### src/rtl/packer_stream_dbuf.sv
// Packs RATIO input words into one wide output word, with a double-buffered assembly/output path.
// Optional stall-cycle counter output (stall_cnt) is enabled by defining PACKER_PERF_EN.
module packer_stream_dbuf #(
    parameter int IN_WIDTH  = 64,
    parameter int RATIO     = 2,
    parameter int MSB_FIRST = 0,
    parameter int CNT_W     = $clog2(RATIO) + 1
) (
    input  logic                      clk,
    input  logic                      rst_n,
    input  logic                      clr,
    input  logic                      in_valid,
    output logic                      in_ready,
    input  logic [IN_WIDTH-1:0]       in_data,
    input  logic                      in_last,
    output logic                      out_valid,
    input  logic                      out_ready,
    output logic [IN_WIDTH*RATIO-1:0] out_data,
    output logic [CNT_W-1:0]          out_cnt,
`ifdef PACKER_PERF_EN
    output logic [31:0]               stall_cnt,
`endif
    output logic                      out_last
);

    localparam int OUT_WIDTH = IN_WIDTH * RATIO;

    typedef enum logic {
        FILL = 1'b0,
        PEND = 1'b1
    } state_t;

    state_t                 state;
    logic [OUT_WIDTH-1:0]   asm_data;
    logic [CNT_W-1:0]       asm_cnt;
    logic                   asm_last;

    logic                   accept;
    logic                   complete;
    logic                   out_free;
    logic [CNT_W-1:0]       slot;
    logic [OUT_WIDTH-1:0]   placed;
    logic [OUT_WIDTH-1:0]   merged;

    assign accept   = in_valid && in_ready;
    assign complete = accept && ((asm_cnt == CNT_W'(RATIO - 1)) || in_last);
    assign out_free = !out_valid || out_ready;
    assign merged   = asm_data | placed;

    always_comb begin
        slot = asm_cnt;
        if (MSB_FIRST != 0) begin
            slot = CNT_W'(RATIO - 1) - asm_cnt;
        end
    end

    always_comb begin
        placed = '0;
        for (int i = 0; i < RATIO; i++) begin
            if (slot == CNT_W'(i)) begin
                placed[i*IN_WIDTH +: IN_WIDTH] = in_data;
            end
        end
    end

    // In PEND asm_cnt holds the finished word count rather than the next slot.
    always_ff @(posedge clk or negedge rst_n) begin
        if (!rst_n) begin
            state     <= FILL;
            in_ready  <= 1'b1;
            asm_data  <= '0;
            asm_cnt   <= '0;
            asm_last  <= 1'b0;
            out_valid <= 1'b0;
            out_data  <= '0;
            out_cnt   <= '0;
            out_last  <= 1'b0;
        end else if (clr) begin
            state     <= FILL;
            in_ready  <= 1'b1;
            asm_data  <= '0;
            asm_cnt   <= '0;
            asm_last  <= 1'b0;
            out_valid <= 1'b0;
            out_data  <= '0;
            out_cnt   <= '0;
            out_last  <= 1'b0;
        end else begin
            if (out_valid && out_ready) begin
                out_valid <= 1'b0;
            end
            case (state)
                FILL: begin
                    if (complete) begin
                        if (out_free) begin
                            out_data  <= merged;
                            out_cnt   <= asm_cnt + 1'b1;
                            out_last  <= in_last;
                            out_valid <= 1'b1;
                            asm_data  <= '0;
                            asm_cnt   <= '0;
                            asm_last  <= 1'b0;
                        end else begin
                            asm_data  <= merged;
                            asm_cnt   <= asm_cnt + 1'b1;
                            asm_last  <= in_last;
                            in_ready  <= 1'b0;
                            state     <= PEND;
                        end
                    end else if (accept) begin
                        asm_data <= merged;
                        asm_cnt  <= asm_cnt + 1'b1;
                    end
                end
                PEND: begin
                    if (out_ready) begin
                        out_data  <= asm_data;
                        out_cnt   <= asm_cnt;
                        out_last  <= asm_last;
                        out_valid <= 1'b1;
                        asm_data  <= '0;
                        asm_cnt   <= '0;
                        asm_last  <= 1'b0;
                        in_ready  <= 1'b1;
                        state     <= FILL;
                    end
                end
                default: begin
                    state    <= FILL;
                    in_ready <= 1'b1;
                end
            endcase
        end
    end

`ifdef PACKER_PERF_EN
    always_ff @(posedge clk or negedge rst_n) begin
        if (!rst_n) begin
            stall_cnt <= '0;
        end else if (clr) begin
            stall_cnt <= '0;
        end else if (out_valid && !out_ready && (stall_cnt != 32'hFFFF_FFFF)) begin
            stall_cnt <= stall_cnt + 32'd1;
        end
    end
`endif

endmodule

### config.mk
export PLATFORM = sky130hd
export DESIGN_NAME = packer_stream_dbuf
export DESIGN_NICKNAME = d
export VERILOG_FILES = /design/src/rtl/packer_stream_dbuf.sv
export SDC_FILE = /design/constraint.sdc
export NUM_CORES = 1
export LEC_CHECK = 0
export BUFFER_PORTS_ARGS = -buffer_cell sky130_fd_sc_hd__buf_4
export CORE_UTILIZATION = 30
export DETAILED_ROUTE_END_ITERATION = 10
export PLACE_DENSITY = 0.56
export REMOVE_ABC_BUFFERS = 1
export SYNTH_ARGS = -nofsm -noshare
export SYNTH_HDL_FRONTEND = slang
export SYNTH_SLANG_ARGS = --single-unit
### constraint.sdc
create_clock -name clk -period 2.3 [get_ports clk]
set_input_delay 0.23 -clock clk [delete_from_list [all_inputs] [get_ports clk]]
set_output_delay 0.23 -clock clk [all_outputs]
set_load 0.02 [all_outputs]
Yosys cells after proc, flatten, opt, wreduce, memory -nomap -nowiden
Index checks and enable logic that the tools add are counted.

cells by class
  eq/ne operators = 6
  multiplexer cells = 50
  reductions and logical operators = 11
  $add $sub $neg = 1
  bitwise logic cells = 2

operator list
  kind                                            count
  two-way mux 128 bit                             9
  case mux 128 bit (2 select lines)               2
  two-way mux 64 bit                              2
  bitwise OR 128 bit                              1
  two-way mux 1 bit                               21
  two-way mux 2 bit                               9
  inequality test 3 bit (second input constant)   4
  case mux 1 bit (2 select lines)                 5
  case mux 2 bit (2 select lines)                 2
  AND reduction 3 bit                             2
  inequality test 4 bit (second input constant)   1
  AND reduction 2 bit                             2
  logical AND 1 bit                               3
  adder 2 x 1 -> 2 bit (second input constant)    1
  == test 2 x 1 -> 1 bit (second input constant)  1
  logical NOT 2 bit                               1
  logical OR 1 bit                                2
  logical NOT 1 bit                               1
  NOT 1 bit                                       1

storage, ports and cells
  bits in registers = 265
  input port bits = 70
  output and inout bits = 133
  word-level logic and storage cells = 79

Longest topological paths before layout
  depth after elaboration = 7
  depth in mapped cells = 8
  gate-level depth less buffers = 5

Least setup slack after synthesis
Ideal clock, no wire load.

  kind = register to register
  from = reg asm_cnt[1]
  to = reg out_cnt[0]
  setup time = 128 ps
  setup slack = 340 ps
  clock period less this slack = 1960 ps
  data required time = 2172 ps
  buffers on the path = 2
  stages on the path, launching flop included = 8
  data arrival time = 1833 ps
  cell sequence = dfrtp_1 -> inv_1 -> ha_1 -> o211ai_1 -> a211oi_2 -> buf_4 -> buf_4 -> mux2_1

on the way
  word-level cells in the longest chain between the ends = 5

RTL lines
  item                                    line  text
  from (decl)                             35    logic [CNT_W-1:0] asm_cnt;
  from (signal assigned)                  105   asm_cnt <= asm_cnt + 1'b1;
  from (signal assigned)                  112   asm_cnt <= asm_cnt + 1'b1;
  == test 2 x 1 -> 1 bit                  46    assign complete = accept && ((asm_cnt == CNT_W'(RATIO - 1)) || in_last);
  logical OR 1 bit                        46
  logical AND 1 bit                       46
  inequality test 3 bit (no source line)  -
  AND reduction 3 bit (no source line)    -
  to (signal assigned)                    97    out_cnt <= asm_cnt + 1'b1;
  to (signal assigned)                    118   out_cnt <= asm_cnt;
  to (decl)                               19    output logic [CNT_W-1:0] out_cnt,

No other way between the ends.
A chain may end at the register's enable or synchronous reset.

Worst setup path in the final report
  from = reg asm_cnt[1]
  to = reg out_data[102]

on the way
  word-level cells in the longest chain between the ends = 7
  elaborated cells on any way between the ends = 11
  classes of those cells = 2 x eq/ne; 5 x mux; 1 x bitwise; 3 x reduce/logical

RTL lines
  item                               line    text
  == test 2 x 1 -> 1 bit (*)         46, 60
  two-way mux 64 bit                 60      if (slot == CNT_W'(i)) begin
  bitwise OR 128 bit                 48      assign merged = asm_data | placed;
  two-way mux 128 bit                95      if (out_free) begin
  two-way mux 128 bit                94      if (complete) begin
  case mux 128 bit (2 select lines)  92      case (state)
  two-way mux 128 bit                78      end else if (clr) begin
  to (signal assigned)               96      out_data <= merged;
  to (signal assigned)               117     out_data <= asm_data;
  to (decl)                          18      output logic [IN_WIDTH*RATIO-1:0] out_data,

Mark *: on every way between the ends. The rest lies on a longest branch, timed or not. The select of a mux whose other input is x is not followed.

==> out/qor.yml <==
detailedPlacementHpwl_mm: 20.0
multiInputGateArea_sq_mm: 0.00495
worst_path_largest_cell_delay_ns: 0.37
detailedRoute.firstIterationViolations: 515
clkLatencyLatePin_ns: 0.56
setup_viol: 0
fin_skew_ns: 0.00830
firstDrtPassIters: 8
worst_hold_path_type: "input pin to flip-flop"
combinational_family_with_the_most_area_after_synthesis: "compound AO/OA/AOI/OAI gates"
final.setup.worst_slack_ns: 0.177
place_congestion: 0.704
compound_cell_area_share_of_the_yosys_netlist_pct: 18.5
dpl-instance-area_sq_mm: 0.0148
tightestPinTransition_ns: 0.967
yosysUniqueCellTypes: 31
cts.sinks: 265
dpl.cell_count: 1845
detailroute.via_count: 9898
cp_data_required_time_ns: 2.74
total_power_mw: 13.6
min_period_over_period_pct: 92.3
routed_wirelength_mm: 33.9
core_area_sq_mm: 0.0410
timing_worst_setup_path_type: "flip-flop to flip-flop"
global_route.usage.total_pct: 15.9
ys_seq_elements: 265
max_freq_mhz: 471
yosys.area.top_type: "dfrtp_1"
period_needed_ns: 2.12
placement_rows: 74
cp-start-kind: "flip-flop"
htreeDepth: 1
clock_tree.buffer_depth: 3
first_pass_grt_wire_length_mm: 54.8
fp.dieW_microns: 207
cts-buffers-inserted: 31
fin_tns_setup_ns: 0
viasPerCell: 5.02
grt_setup_unrepaired: "no"
layout-drive-gt1-share_pct: 25.1
clock_tree_from_tritoncts: "built"
synth.area.mux_share_pct: 12.0
path_cells: "inv_1 > ha_4 > o211ai_1 > a211oi_4 > buf_12 > buf_4 > mux2_2"
grt_antenna_before_repair: 1
synthesized_area_per_cell_sq_um: 10.5
starting_density_of_the_core_pct: 30.6
synth_xor_area_share_pct: 0.0698
grt_max_degree: 129
grt-ovfl-total: 0
critPathCaptureType: "flip-flop"
relSlewSlack_pct: 35.5
stdcell_area_sq_mm: 0.0165
slew_viol_final: 0
synth_fa_ha_area_share_pct: 0.199
critical_path.max_fanout: 16
drc_errors: 30
finalHoldViolations: 0
cell_at_the_slowest_stage_of_the_critical_path: "dfrtp_1"
die_h_microns: 207
max-cap-violations: 0
place.port_buffers: 202
status: "complete, but fails checks"
routedWlPerCell_microns: 17.2
leakage_power_figure_nw: 7.32
area_share_of_the_largest_cell_type_after_synthesis_pct: 52.6
vdd_drop_max_mv: 0.475
power.density_cell_area_mw_per_mm2: 823
yosys-top-cells-area: "dfrtp_1 53%, a21oi_1 10%, o211ai_1 7.7%"
ant_nets: 0
first_global_vias: 9978
netlist_area_sq_mm: 0.0126
final_cell_count_no_fill: 1970
clk_transition_reported_paths_ns: 0.06
num-nets-final: 1485
ff_latch_area_sq_mm: 0.00664
layout-area-overhead-vs-synth_pct: 31.3
layout.filler_cells: 3970
violations: "design-rule violations"
synthCells: 1190
dp_worst_setup_slack_ns: 0.154
postLayoutCoreUtil_pct: 40.2
die_area_sq_mm: 0.0427
post_synth_and_or_nand_nor_area_fraction_pct: 8.35
clk_root_buffer_cell: "clkbuf_16"
num_io_pins: 203
ys.warnings.count: 0
holdWs_ns: 0.142
synth.yosys.seq_area_share_pct: 52.8
timing.critical_path.arrival_ns: 2.57
what timing repair did:
item | 4_1_cts | 5_1_grt
hold buffers | 67 | 0
resized for setup | 0 | 0
hold endpoints to repair | 176 | 0
setup buffers | 0 | 0
cell families after synthesis:
logic type | count (synthesis)
AO/OA/AOI/OAI | 396
adder cells (fa/ha/maj) | 2
flip-flops | 265
buffers and inverters | 248
XOR/XNOR | 1
multiplexers | 134
AND/OR/NAND/NOR | 144
worst paths after layout:
check	from	endpoint	slack, ns	cells past startpoint
min in group asynchronous	rst_n	asm_data[106]	0.20	2
max reg2reg	asm_cnt[1]	out_data[102]	0.18	7
max in group asynchronous	rst_n	asm_data[77]	1.37	3
max	asm_cnt[1]	out_data[102]	0.18	7
min	clr	asm_cnt[0]	0.14	4
min reg2reg	out_data[8]	out_data[8]	0.49	1
cells in the final DEF, fill, tap and decap left out, types with 5 or more instances in the layout:
cell and count:
a21oi_1 258, buf_12 19, dfrtp_1 263, buf_4 219, inv_1 132, mux2_2 61
clkbuf_1 5, nand3b_1 128, clkbuf_16 31, clkbuf_8 5, clkinv_2 11, dlygate4sd3_1 67
mux2_1 70, o211ai_1 129
power by group:
part	total [mW]	switching, mW	internal [mW]	leakage, nW
combinational	3.20	1.84	1.36	3.23
clock	4.94	1.98	2.96	0.514
sequential	5.43	0.243	5.19	3.57
routing by layer:
| layer | GRT usage [%] | wire length, microns |
|---|---|---|
| met1 | 22.2 | 15600 |
| met2 | 25.5 | 15800 |
| met3 | 2.89 | 1910 |
| met4 | 3.99 | 518 |
| met5 | 0 | 0 |
worst max-delay path: cells and delay by family (launching register included):
kind                       cells  cell delay (ns)
buffers and inverters          3             0.59
muxes                          1             0.36
adders and majority gates      1             0.18
DFF                            1             0.37
AOI/OAI and AO/OA              2             0.51
cells in the mapped netlist (all sizes together):
cell type,instances
nor2,4
clkbuf,67
a21oi,258
inv,132
mux2i,3
a211oi,1
o21bai,1
nor3b,1
o211ai,129
nor4b,1
o32ai,1
nand2,2
mux2,131
buf,49
and3b,1
a31oi,1
nor3,3
xor2,1
dfrtp,264
or2,2
nor2b,1
dfstp,1
ha,2
nand2b,1
nand3b,128
o21ai,4
a21o,1
area by class of cell:
type                            instances  area share (%)
Antenna cell                            1          0.0152
Tap cell                              532            4.04
Multi-Input combinational cell        677            30.0
Clock buffer                           41            5.24
Clock inverter                         16           0.979
Sequential cell                       265            40.2
Inverter                              132            3.01
Timing Repair Buffer                  306            16.4
state kept, by name, indices dropped and copies added (netlist names), 2 cells and up:
register  cells
asm_data    128
out_data    128
asm_cnt       2
out_cnt       2
Power figures use the tool's default switching activity.
